## config.mk

```make
export PLATFORM = sky130hd
export DESIGN_NAME = keyboard_event_tracker
export DESIGN_NICKNAME = d
export VERILOG_FILES = /design/src/rtl/keyboard_event_tracker.sv
export SDC_FILE = /design/constraint.sdc
export NUM_CORES = 1
export LEC_CHECK = 0
export ABC_AREA = 1
export ABC_CLOCK_PERIOD_IN_PS = 5200
export CAP_MARGIN = 25
export CORE_MARGIN = 4
export CORE_UTILIZATION = 58
export CTS_CLUSTER_SIZE = 8
export DETAILED_ROUTE_END_ITERATION = 10
export PLACE_DENSITY = 0.82
export SLEW_MARGIN = 40
export SYNTH_ARGS = -nofsm -noshare
export SYNTH_HDL_FRONTEND = slang
export SYNTH_SLANG_ARGS = --single-unit
```

## constraint.sdc

```tcl
create_clock -name clock -period 5.2 [get_ports clock]
set_input_delay 0.78 -clock clock [delete_from_list [all_inputs] [get_ports clock]]
set_output_delay 0.78 -clock clock [all_outputs]
set_load 0.1 [all_outputs]
```

## src/rtl/keyboard_event_tracker.sv

```systemverilog
// Set-2 PS/2 scancode decoder that tracks a configurable key table. It produces
// held/pulse bitmaps, a priority key number and a make/break event FIFO.
module keyboard_event_tracker #(
  parameter int NUM_KEYS = 14,
  parameter logic [NUM_KEYS*9-1:0] KEY_CODES = {
    9'h05A, 9'h029, 9'h172, 9'h175, 9'h174, 9'h16B, 9'h04B,
    9'h042, 9'h03B, 9'h033, 9'h02B, 9'h023, 9'h01B, 9'h01C},
  parameter int FIFO_DEPTH = 8,
  parameter int PULSE_OR_HOLD = 0,
  localparam int IDX_W = (NUM_KEYS > 1) ? $clog2(NUM_KEYS) : 1,
  localparam int KN_W = $clog2(NUM_KEYS + 1)
) (
  input  logic                clock,
  input  logic                reset,
  input  logic                byte_valid,
  input  logic [7:0]          byte_data,
  output logic [NUM_KEYS-1:0] key_held,
  output logic [NUM_KEYS-1:0] key_pulse,
  output logic [KN_W-1:0]     key_num,
  output logic                evt_valid,
  output logic [IDX_W:0]      evt_data,
  input  logic                evt_ready,
  output logic                evt_overflow,
  input  logic                ovf_clear
);

  localparam int PTR_W = $clog2(FIFO_DEPTH);
  localparam logic [PTR_W:0] DEPTH_C = (PTR_W+1)'(FIFO_DEPTH);

  typedef enum logic [2:0] {S_MAKE, S_BREAK, S_EXT_MAKE, S_EXT_BREAK, S_PAUSE} state_t;

  function automatic logic [IDX_W-1:0] lowest_idx(input logic [NUM_KEYS-1:0] v);
    logic [IDX_W-1:0] r;
    r = '0;
    for (int i = NUM_KEYS - 1; i >= 0; i--)
      if (v[i]) r = IDX_W'(i);
    return r;
  endfunction

  state_t               r_state, w_state_nxt;
  logic [2:0]           r_pause_cnt, w_pause_nxt;
  logic                 w_is_make, w_is_break, w_ext, w_bat;
  logic [NUM_KEYS-1:0]  w_match, w_new_make, w_new_brk;
  logic [NUM_KEYS-1:0]  r_held, r_pulse, r_pend_make, r_pend_brk;
  logic [NUM_KEYS-1:0]  w_pm, w_pb, w_onehot, w_kn_src;
  logic                 w_push, w_sel_make;
  logic [IDX_W-1:0]     w_sel_idx;
  logic [IDX_W:0]       w_push_data;

  logic [IDX_W:0]       r_mem [FIFO_DEPTH];
  logic [PTR_W-1:0]     r_wr_ptr, r_rd_ptr;
  logic [PTR_W:0]       r_count;
  logic [IDX_W:0]       r_last, w_head;
  logic                 w_empty, w_full, w_pop, w_push_ok, w_drop;
  logic                 r_ovf;

  // Decoder: classify the byte by current prefix state
  always_comb begin
    w_state_nxt = r_state;
    w_pause_nxt = r_pause_cnt;
    w_is_make   = 1'b0;
    w_is_break  = 1'b0;
    w_ext       = 1'b0;
    w_bat       = 1'b0;
    if (byte_valid) begin
      case (r_state)
        S_MAKE: begin
          if (byte_data == 8'hE0)      w_state_nxt = S_EXT_MAKE;
          else if (byte_data == 8'hF0) w_state_nxt = S_BREAK;
          else if (byte_data == 8'hE1) begin
            w_state_nxt = S_PAUSE;
            w_pause_nxt = 3'd7;
          end
          else if (byte_data == 8'hAA || byte_data == 8'h00 || byte_data == 8'hFF)
            w_bat = 1'b1;
          else w_is_make = 1'b1;
        end
        S_BREAK: begin
          w_is_break  = 1'b1;
          w_state_nxt = S_MAKE;
        end
        S_EXT_MAKE: begin
          if (byte_data == 8'hF0)      w_state_nxt = S_EXT_BREAK;
          else if (byte_data != 8'hE0) begin
            w_is_make   = 1'b1;
            w_ext       = 1'b1;
            w_state_nxt = S_MAKE;
          end
        end
        S_EXT_BREAK: begin
          w_is_break  = 1'b1;
          w_ext       = 1'b1;
          w_state_nxt = S_MAKE;
        end
        S_PAUSE: begin
          w_pause_nxt = r_pause_cnt - 3'd1;
          if (r_pause_cnt <= 3'd1) begin
            w_pause_nxt = 3'd0;
            w_state_nxt = S_MAKE;
          end
        end
        default: w_state_nxt = S_MAKE;
      endcase
    end
  end

  always_comb begin
    for (int i = 0; i < NUM_KEYS; i++)
      w_match[i] = (KEY_CODES[9*i +: 9] == {w_ext, byte_data});
  end

  assign w_new_make = w_is_make  ? (w_match & ~r_held) : '0;
  assign w_new_brk  = w_is_break ? (w_match &  r_held) : '0;

  // New events join the pending sets so the first one can be pushed this cycle
  assign w_pm       = r_pend_make | w_new_make;
  assign w_pb       = r_pend_brk  | w_new_brk;
  assign w_sel_make = |w_pm;
  assign w_push     = w_sel_make | (|w_pb);
  assign w_sel_idx  = lowest_idx(w_sel_make ? w_pm : w_pb);
  assign w_push_data = {w_sel_make, w_sel_idx};

  always_comb begin
    w_onehot = '0;
    w_onehot[w_sel_idx] = 1'b1;
  end

  assign w_empty   = (r_count == '0);
  assign w_full    = (r_count == DEPTH_C);
  assign w_pop     = !w_empty && evt_ready;
  assign w_push_ok = w_push && (!w_full || w_pop);
  assign w_drop    = w_push && w_full && !w_pop;
  assign w_head    = r_mem[r_rd_ptr];

  always_ff @(posedge clock) begin
    if (reset) begin
      r_state     <= S_MAKE;
      r_pause_cnt <= '0;
      r_held      <= '0;
      r_pulse     <= '0;
      r_pend_make <= '0;
      r_pend_brk  <= '0;
      r_wr_ptr    <= '0;
      r_rd_ptr    <= '0;
      r_count     <= '0;
      r_last      <= '0;
      r_ovf       <= 1'b0;
      for (int i = 0; i < FIFO_DEPTH; i++) r_mem[i] <= '0;
    end else begin
      r_state     <= w_state_nxt;
      r_pause_cnt <= w_pause_nxt;
      r_held      <= w_bat ? '0 : ((r_held | w_new_make) & ~w_new_brk);
      r_pulse     <= w_new_make;
      r_pend_make <= w_sel_make ? (w_pm & ~w_onehot) : w_pm;
      r_pend_brk  <= w_sel_make ? w_pb : (w_pb & ~w_onehot);
      if (!w_empty) r_last <= w_head;
      if (w_push_ok) begin
        r_mem[r_wr_ptr] <= w_push_data;
        r_wr_ptr        <= r_wr_ptr + 1'b1;
      end
      if (w_pop) r_rd_ptr <= r_rd_ptr + 1'b1;
      if (w_push_ok && !w_pop)      r_count <= r_count + 1'b1;
      else if (!w_push_ok && w_pop) r_count <= r_count - 1'b1;
      // A drop in the same cycle as a clear leaves the flag set
      if (w_drop)         r_ovf <= 1'b1;
      else if (ovf_clear) r_ovf <= 1'b0;
    end
  end

  assign w_kn_src = (PULSE_OR_HOLD != 0) ? r_pulse : r_held;

  always_comb begin
    key_num = '0;
    for (int i = NUM_KEYS - 1; i >= 0; i--)
      if (w_kn_src[i]) key_num = KN_W'(i + 1);
  end

  assign key_held     = r_held;
  assign key_pulse    = r_pulse;
  assign evt_valid    = !w_empty;
  assign evt_data     = w_empty ? r_last : w_head;
  assign evt_overflow = r_ovf;

endmodule

```

==> results by group, run 1 <==
Run status
  – Status: finished clean

STA
  – Hold Violations, Final: 0
  – TNS Setup: 0 ns
  – Worst Clk Skew: 0.00725 ns
  – Min cycle time layout: 4.74 ns
  – Fmax: 0.211 GHz
  – Worst Max-Slew Pin Slew: 0.784 ns
  – Max-slew violation count: 0
  – Final period utilization: 0.912
  – Setup Viol. Count Final: 0
  – RSZ-0062 raised after global routing: no
  – Max_slew headroom: 0.473

Worst setup path
  – Worst setup path category: in2reg
  – WP data arrival: 5.17 ns
  – CP startpoint kind: input port
  – Worst endpoint required time: 5.63 ns
  – Most used cell, CP: nand2_1
  – Setup crit end kind: register
  – Slowest cell on crit path: clkdlybuf4s50_1
  – Delay-heaviest family, CP: simple AND/OR/NAND/NOR gates
  – Slowest stage delay, CP: 0.48 ns
  – Worst r2r src: r_state[0]$_SDFFE_PP0P_
  – CP bufs+invs: 7
  – Crit path from: byte_data[1]
  – Worst-path maximum fanout: 21

Placement
  – Post-Place Cells: 965
  – Number of port buffers: 51
  – DP Wirelength: 12200 um
  – Gp weighted congestion: 1.02

Pwr
  – Power share of the clock group: 0.417
  – Sw frac: 0.339
  – Max VDD drop: 0.000456 V
  – Sw Pwr: 1070 uW
  – Comb power frac: 0.231
  – LEAKAGE: 0.00323 uW
  – Pwr Density: 434 nW/um2
  – Pint: 2090 uW
  – Sequential power share: 0.353

Global route
  – Global-route wire length before repair: 27300 um
  – Total GRT Usage: 0.274
  – Largest net degree at the start of global routing: 48
  – Congestion Overflow GR: 0
  – Initial antenna violation count: 0
  – Number of global-route vias before repair: 5496

Synthesis
  – Synth area leaders: dfxtp_1 (26%), edfxtp_1 (19%), nor2_1 (9.0%)
  – Synthesized area: 6240 um2
  – Average size of a mapped cell: 7.86 um2
  – Syn Inst Count: 794
  – Most numerous cell in the Yosys netlist: nor2_1
  – Register bit count reported by yosys: 121
  – Synth async-reset ratio: 0
  – Syn_nets: 815
  – Yosys top cell area share: 0.260
  – Post-synthesis cell type count: 50
  – Synth top cells by count: nor2_1 (150), nand2_1 (135), inv_1 (88), dfxtp_1 (81)
  – EDFF count, synth: 40
  – Yosys top cell by area: dfxtp_1
  – Yosys warnings: 0
  – Most common flop cell mapped by yosys: dfxtp_1
  – Post-synthesis sequential area ratio: 0.452

Clock tree
  – Maximum level of the CTS H-tree: 4
  – Num CTS Buffers: 17
  – Clock Latency Late Sink: 0.54 ns
  – Reg clk slew, reported paths: 0.06 ns
  – Root buffer cell: clkbuf_8
  – CTS tree: built
  – CTS Sinks: 121
  – Post-CTS Hold Buffers: 0
  – Clk buf depth: 2

Detailed routing
  – Wire per inst: 16.8 um
  – DR vias: 5758
  – Initial DRC count: 522
  – Via density: 5.78
  – Total wire length: 16700 um
  – Detailed-route DRC error count: 0
  – DR pass1 iterations: 5
  – Post-route ant nets: 0

Cells and area
  – Area grow syn2layout: 16.8%
  – Final #Nets: 869
  – Fraction of layout cells with a size suffix above 1: 0.166
  – ANT cells: 0
  – Non-filler cells, final: 997

Die
  – Die X: 112 um
  – Die H: 112 um
  – Area of the core: 10400 um2
  – Initial Utilization: 0.599
  – FP Rows: 37
  – I/O pin count: 52
  – Die area: 12500 um2

Flow run
  – Max_cap viols: 0

Hold path
  – Hold Startpoint: r_rd_ptr[2]$_SDFFE_PP0P_
  – Min-delay worst type: reg2reg
worst register-to-register path, delay by kind of cell, from the launching register on:
| family | cells | cell delay [ns] |
|---|---|---|
| buffers and inverters | 5 | 0.50 |
| DFF | 1 | 0.36 |
| AOI/OAI and AO/OA | 3 | 0.43 |
| and+or+nand+nor | 19 | 2.26 |
| adders and majority gates | 2 | 0.51 |
layout make-up:
class                   count  area (um2)
multi-input cells         547        2880
flip-flops and latches    121        2820
clock inverters            15         248
repair buffers             58         365
clock buffers              17         414
well taps                 136         170
fillers                   808        3120
inverters                 103         389
placed cells by master (no fill, tap or decap), types with 8 or more instances in the layout:
master and instances:
nor2_1 150, nand2_1 135, inv_1 88, dfxtp_1 80
a21oi_1 40, edfxtp_1 40, buf_2 39, nand3_1 38
o21ai_0 31, nand4_1 23, nor3_1 17, clkbuf_16 16
inv_2 13, nand2_2 11, clkdlybuf4s50_1 11, mux2i_1 10
o221ai_1 10, nand2_4 8, buf_4 8
final timing paths:
check	endpoint	slack [ns]	cells after the start
setup / recovery	r_count[3]$_SDFFE_PP0P_	0.46	31
hold / removal	r_rd_ptr[2]$_SDFFE_PP0P_	0.47	2
setup reg to reg	r_count[3]$_SDFFE_PP0P_	1.02	29
hold reg to reg	r_rd_ptr[2]$_SDFFE_PP0P_	0.47	2
sequential cells by signal (all words and copies together), names as in the netlist, named ones only:
name,count
r_last,5
key_pulse,14
r_pend_brk,14
r_pause_cnt,3
r_pend_make,14
r_rd_ptr,3
r_state,3
evt_overflow,1
r_mem,40
r_count,4
r_wr_ptr,3
key_held,14
routing by layer:
layer / vias to the layer above / part of all wire / GRT usage
li1: 2733 / - / -
met5: - / 0 / 0
met1: 2721 / 0.42 / 0.352
met4: 0 / 0.030 / 0.125
met2: 250 / 0.46 / 0.436
met3: 54 / 0.086 / 0.0690
power by group through the flow:
stage	clock network, uW	registers, uW	logic (uW)
2_1_floorplan	0	1100	611
3_3_place_gp	0	1130	724
3_5_place_dp	0	1130	716
4_1_cts	1330	1110	723
5_1_grt	1370	1130	789
6_report	1320	1120	731
through the flow:
stage	instance area (um2)	util	worst slack, ns	power, uW	hold slack, ns
3_5_place_dp	6630	0.636	0.0210	1850	0.462
6_report	7290	0.700	0.458	3170	0.468
3_3_place_gp	6820	0.655	0.271	1850	0.452
5_1_grt	7290	0.700	0.0617	3290	0.497
2_1_floorplan	6240	-	0.978	1710	0.433
4_1_cts	7290	0.700	0.541	3170	0.473
cells by family after synthesis:
| logic type | share of synthesized area |
|---|---|
| simple gates | 0.304 |
| compound gates | 0.120 |
| flops | 0.452 |
| mux | 0.0160 |
| other cells | 0.000601 |
| xor+xnor | 0.00281 |
| fa+ha+maj | 0.0172 |
| buf+inv | 0.0868 |
what timing repair did:
action                                 4_1_cts  5_1_grt
buffers inserted                             0        0
resized for setup                            0        1
setup endpoints to repair                    0        1
endpoints found under the hold margin        0        0
Power figures use the tool's default switching activity.
==> run 2, diff against run 1 <==
--- a/config.mk
+++ b/config.mk
@@ -13,6 +13,7 @@
 export CTS_CLUSTER_SIZE = 8
 export DETAILED_ROUTE_END_ITERATION = 10
 export PLACE_DENSITY = 0.82
+export RECOVER_POWER = 100
 export SLEW_MARGIN = 40
 export SYNTH_ARGS = -nofsm -noshare
 export SYNTH_HDL_FRONTEND = slang
==> results by group, run 2 (synthesized netlist as in run 1, its figures left out) <==
Pwr
  – Sw frac: 0.340 (was 0.339)
  – Sw Pwr: 1070 uW (about the same)
  – LEAKAGE: 0.00304 uW (was 0.00323 uW)
  – Sequential power share: 0.354 (was 0.353)
  – Max VDD drop: 0.000442 V (was 0.000456 V)
  – Pint: 2080 uW (was 2090 uW)
  – Pwr Density: 439 nW/um2 (was 434 nW/um2)
  – Comb power frac: 0.227 (was 0.231)
  – Power share of the clock group: 0.419 (was 0.417)

Worst setup path
  – Delay-heaviest family, CP: simple AND/OR/NAND/NOR gates (unchanged)
  – CP bufs+invs: 6 (was 7)
  – Worst setup path category: in2reg (unchanged)
  – Reg2Reg Depth: 29 (unchanged)
  – Worst-path maximum fanout: 23 (was 21)
  – Setup crit end kind: register (unchanged)
  – R2R Path End: r_pend_brk[7]$_SDFF_PP0_ (was r_count[3]$_SDFFE_PP0P_)
  – Slowest stage delay, CP: 0.59 ns (was 0.48 ns)
  – Slowest cell on crit path: dlygate4sd3_1 (was clkdlybuf4s50_1)
  – Worst r2r src: r_state[0]$_SDFFE_PP0P_ (unchanged)
  – Worst endpoint required time: 5.64 ns (was 5.63 ns)
  – WP data arrival: 5.30 ns (was 5.17 ns)
  – Worst reg-to-reg setup slack: 0.74 ns (was 1.02 ns)
  – CP startpoint kind: input port (unchanged)
  – Most used cell, CP: nand2_1 (unchanged)

Clock tree
  – Num CTS Buffers: 17 (unchanged)
  – CTS tree: built (unchanged)
  – Clk buf depth: 2 (unchanged)
  – Post-CTS Hold Buffers: 0 (unchanged)
  – CTS Sinks: 121 (unchanged)
  – Maximum level of the CTS H-tree: 4 (unchanged)
  – Clock Latency Late Sink: 0.55 ns (was 0.54 ns)
  – Reg clk slew, reported paths: 0.06 ns (about the same)
  – Root buffer cell: clkbuf_8 (unchanged)

STA
  – Max-slew violation count: 0 (unchanged)
  – TNS Setup: 0 ns (unchanged)
  – Max_slew headroom: 0.210 (was 0.473)
  – Worst Max-Slew Pin Slew: 1.19 ns (was 0.784 ns)
  – Hold Violations, Final: 0 (unchanged)
  – Worst Clk Skew: 0.00806 ns (was 0.00725 ns)
  – Fmax: 0.206 GHz (was 0.211 GHz)
  – Min cycle time layout: 4.86 ns (was 4.74 ns)
  – Final period utilization: 0.935 (was 0.912)
  – RSZ-0062 raised after global routing: no (unchanged)
  – Setup Viol. Count Final: 0 (unchanged)

Die
  – FP Rows: 37 (unchanged)
  – Die H: 112 um (unchanged)
  – Die area: 12500 um2 (unchanged)
  – Die X: 112 um (unchanged)
  – Area of the core: 10400 um2 (unchanged)
  – Initial Utilization: 0.599 (unchanged)
  – I/O pin count: 52 (unchanged)

Detailed routing
  – Wire per inst: 16.9 um (was 16.8 um)
  – DR vias: 5741 (was 5758)
  – Via density: 5.76 (was 5.78)
  – Post-route ant nets: 0 (unchanged)
  – Total wire length: 16800 um (was 16700 um)
  – Initial DRC count: 485 (was 522)
  – Detailed-route DRC error count: 0 (unchanged)
  – DR pass1 iterations: 6 (was 5)

Hold path
  – Min-delay worst type: reg2reg (unchanged)
  – WHS Path Cells: 2 (unchanged)
  – Worst hold endpoint: r_rd_ptr[2]$_SDFFE_PP0P_ (unchanged)
  – Hold Startpoint: r_rd_ptr[2]$_SDFFE_PP0P_ (unchanged)

Cells and area
  – Max FFs per register: 40 (unchanged)
  – Most common cell after layout, fill and taps aside: nor2_1 (unchanged)
  – Most frequent cells in the layout: nor2_1 (152), nand2_1 (141), inv_1 (88), dfxtp_1 (80), clkbuf_1 (42) (was nor2_1 (150), nand2_1 (135), inv_1 (88), dfxtp_1 (80))
  – ANT cells: 0 (unchanged)
  – Area grow syn2layout: 15.2% (was 16.8%)
  – Final #Nets: 869 (unchanged)
  – Final Cell Area: 7190 um2 (was 7290 um2)
  – Fraction of layout cells with a size suffix above 1: 0.107 (was 0.166)
  – Filler cells: 842 (was 808)
  – Largest Register: r_mem (unchanged)

Run status
  – Status: finished clean (unchanged)

Global route
  – Largest net degree at the start of global routing: 48 (unchanged)
  – Initial antenna violation count: 0 (unchanged)
  – Global-route wire length before repair: 27300 um (unchanged)
  – Congestion Overflow GR: 0 (unchanged)
  – Total GRT Usage: 0.274 (unchanged)
  – Number of global-route vias before repair: 5496 (unchanged)

Placement
  – Placed Area: 6630 um2 (unchanged)
  – DP Wirelength: 12200 um (unchanged)
  – Gp weighted congestion: 1.02 (unchanged)
  – Number of port buffers: 51 (unchanged)

Flow run
  – Max_cap viols: 0 (unchanged)
## run 2: cell count changes in the layout (fill, tap and decap cells not counted), moves of 4 or more
cell      previous run  this run
clkbuf_1             0        42
nand2_2             11         7
nand2_1            135       141
buf_2               39         0
## run 2: repair_timing
item / in CTS / in global routing
setup endpoints to repair: 0 / 1
setup buffers: 0 / 0
resized for setup: 0 / 1
## run 2: final cells by class
cell class                      instances  area [um2]  area share
Clock inverter                         15         248      0.0345
Multi-Input combinational cell        547        2840       0.395
Timing Repair Buffer                   58         305      0.0425
Inverter                              103         389      0.0541
Tap cell                              136         170      0.0237
Clock buffer                           17         414      0.0576
Sequential cell                       121        2820       0.393
## run 2: power groups by stage
| stage | clock network, uW | logic, uW | registers, uW |
|---|---|---|---|
| finish | 1320 | 717 | 1120 |
| CTS | 1330 | 723 | 1110 |
| floorplan | 0 | 611 | 1100 |
| detailed placement | 0 | 716 | 1130 |
| global route | 1370 | 774 | 1130 |
| global placement | 0 | 724 | 1130 |
## run 2: how the worst max path moves through the flow
stage | endpoint | slack, ns | cells after the start | start
2_1_floorplan | key_num[3] | 0.98 | 4 | key_held[9]$_SDFF_PP0_
3_3_place_gp | r_count[3]$_SDFFE_PP0P_ | 0.27 | 31 | byte_data[3]
3_5_place_dp | r_count[3]$_SDFFE_PP0P_ | 0.02 | 30 | byte_data[5]
4_1_cts | r_count[3]$_SDFFE_PP0P_ | 0.54 | 30 | byte_data[5]
5_1_grt | r_pend_brk[7]$_SDFF_PP0_ | 0.04 | 30 | byte_data[6]
6_report | r_pend_brk[7]$_SDFF_PP0_ | 0.34 | 30 | byte_data[6]
## run 2: worst min-delay path, stage by stage (launching register included)
cell and delay [ns]:
dfxtp_1 0.31, inv_1 0.05, a21oi_1 0.06
## run 2: per-stage QoR
step | hold slack, ns | total power, uW | utilization | cells | setup WS, ns
3_5_place_dp | 0.462 | 1850 | 0.636 | 965 | 0.0210
5_1_grt | 0.498 | 3280 | 0.690 | 997 | 0.0438
2_1_floorplan | 0.433 | 1710 | - | 794 | 0.978
6_report | 0.469 | 3160 | 0.690 | 997 | 0.338
3_3_place_gp | 0.452 | 1850 | 0.655 | 965 | 0.271
4_1_cts | 0.473 | 3170 | 0.700 | 997 | 0.541
## run 2: per-layer routing
layer,up-vias,routed length [um],global-route usage
li1,2727,-,-
met1,2693,7190,0.352
met2,268,7720,0.436
met3,53,1360,0.0690
met4,0,535,0.125
met5,-,0,0
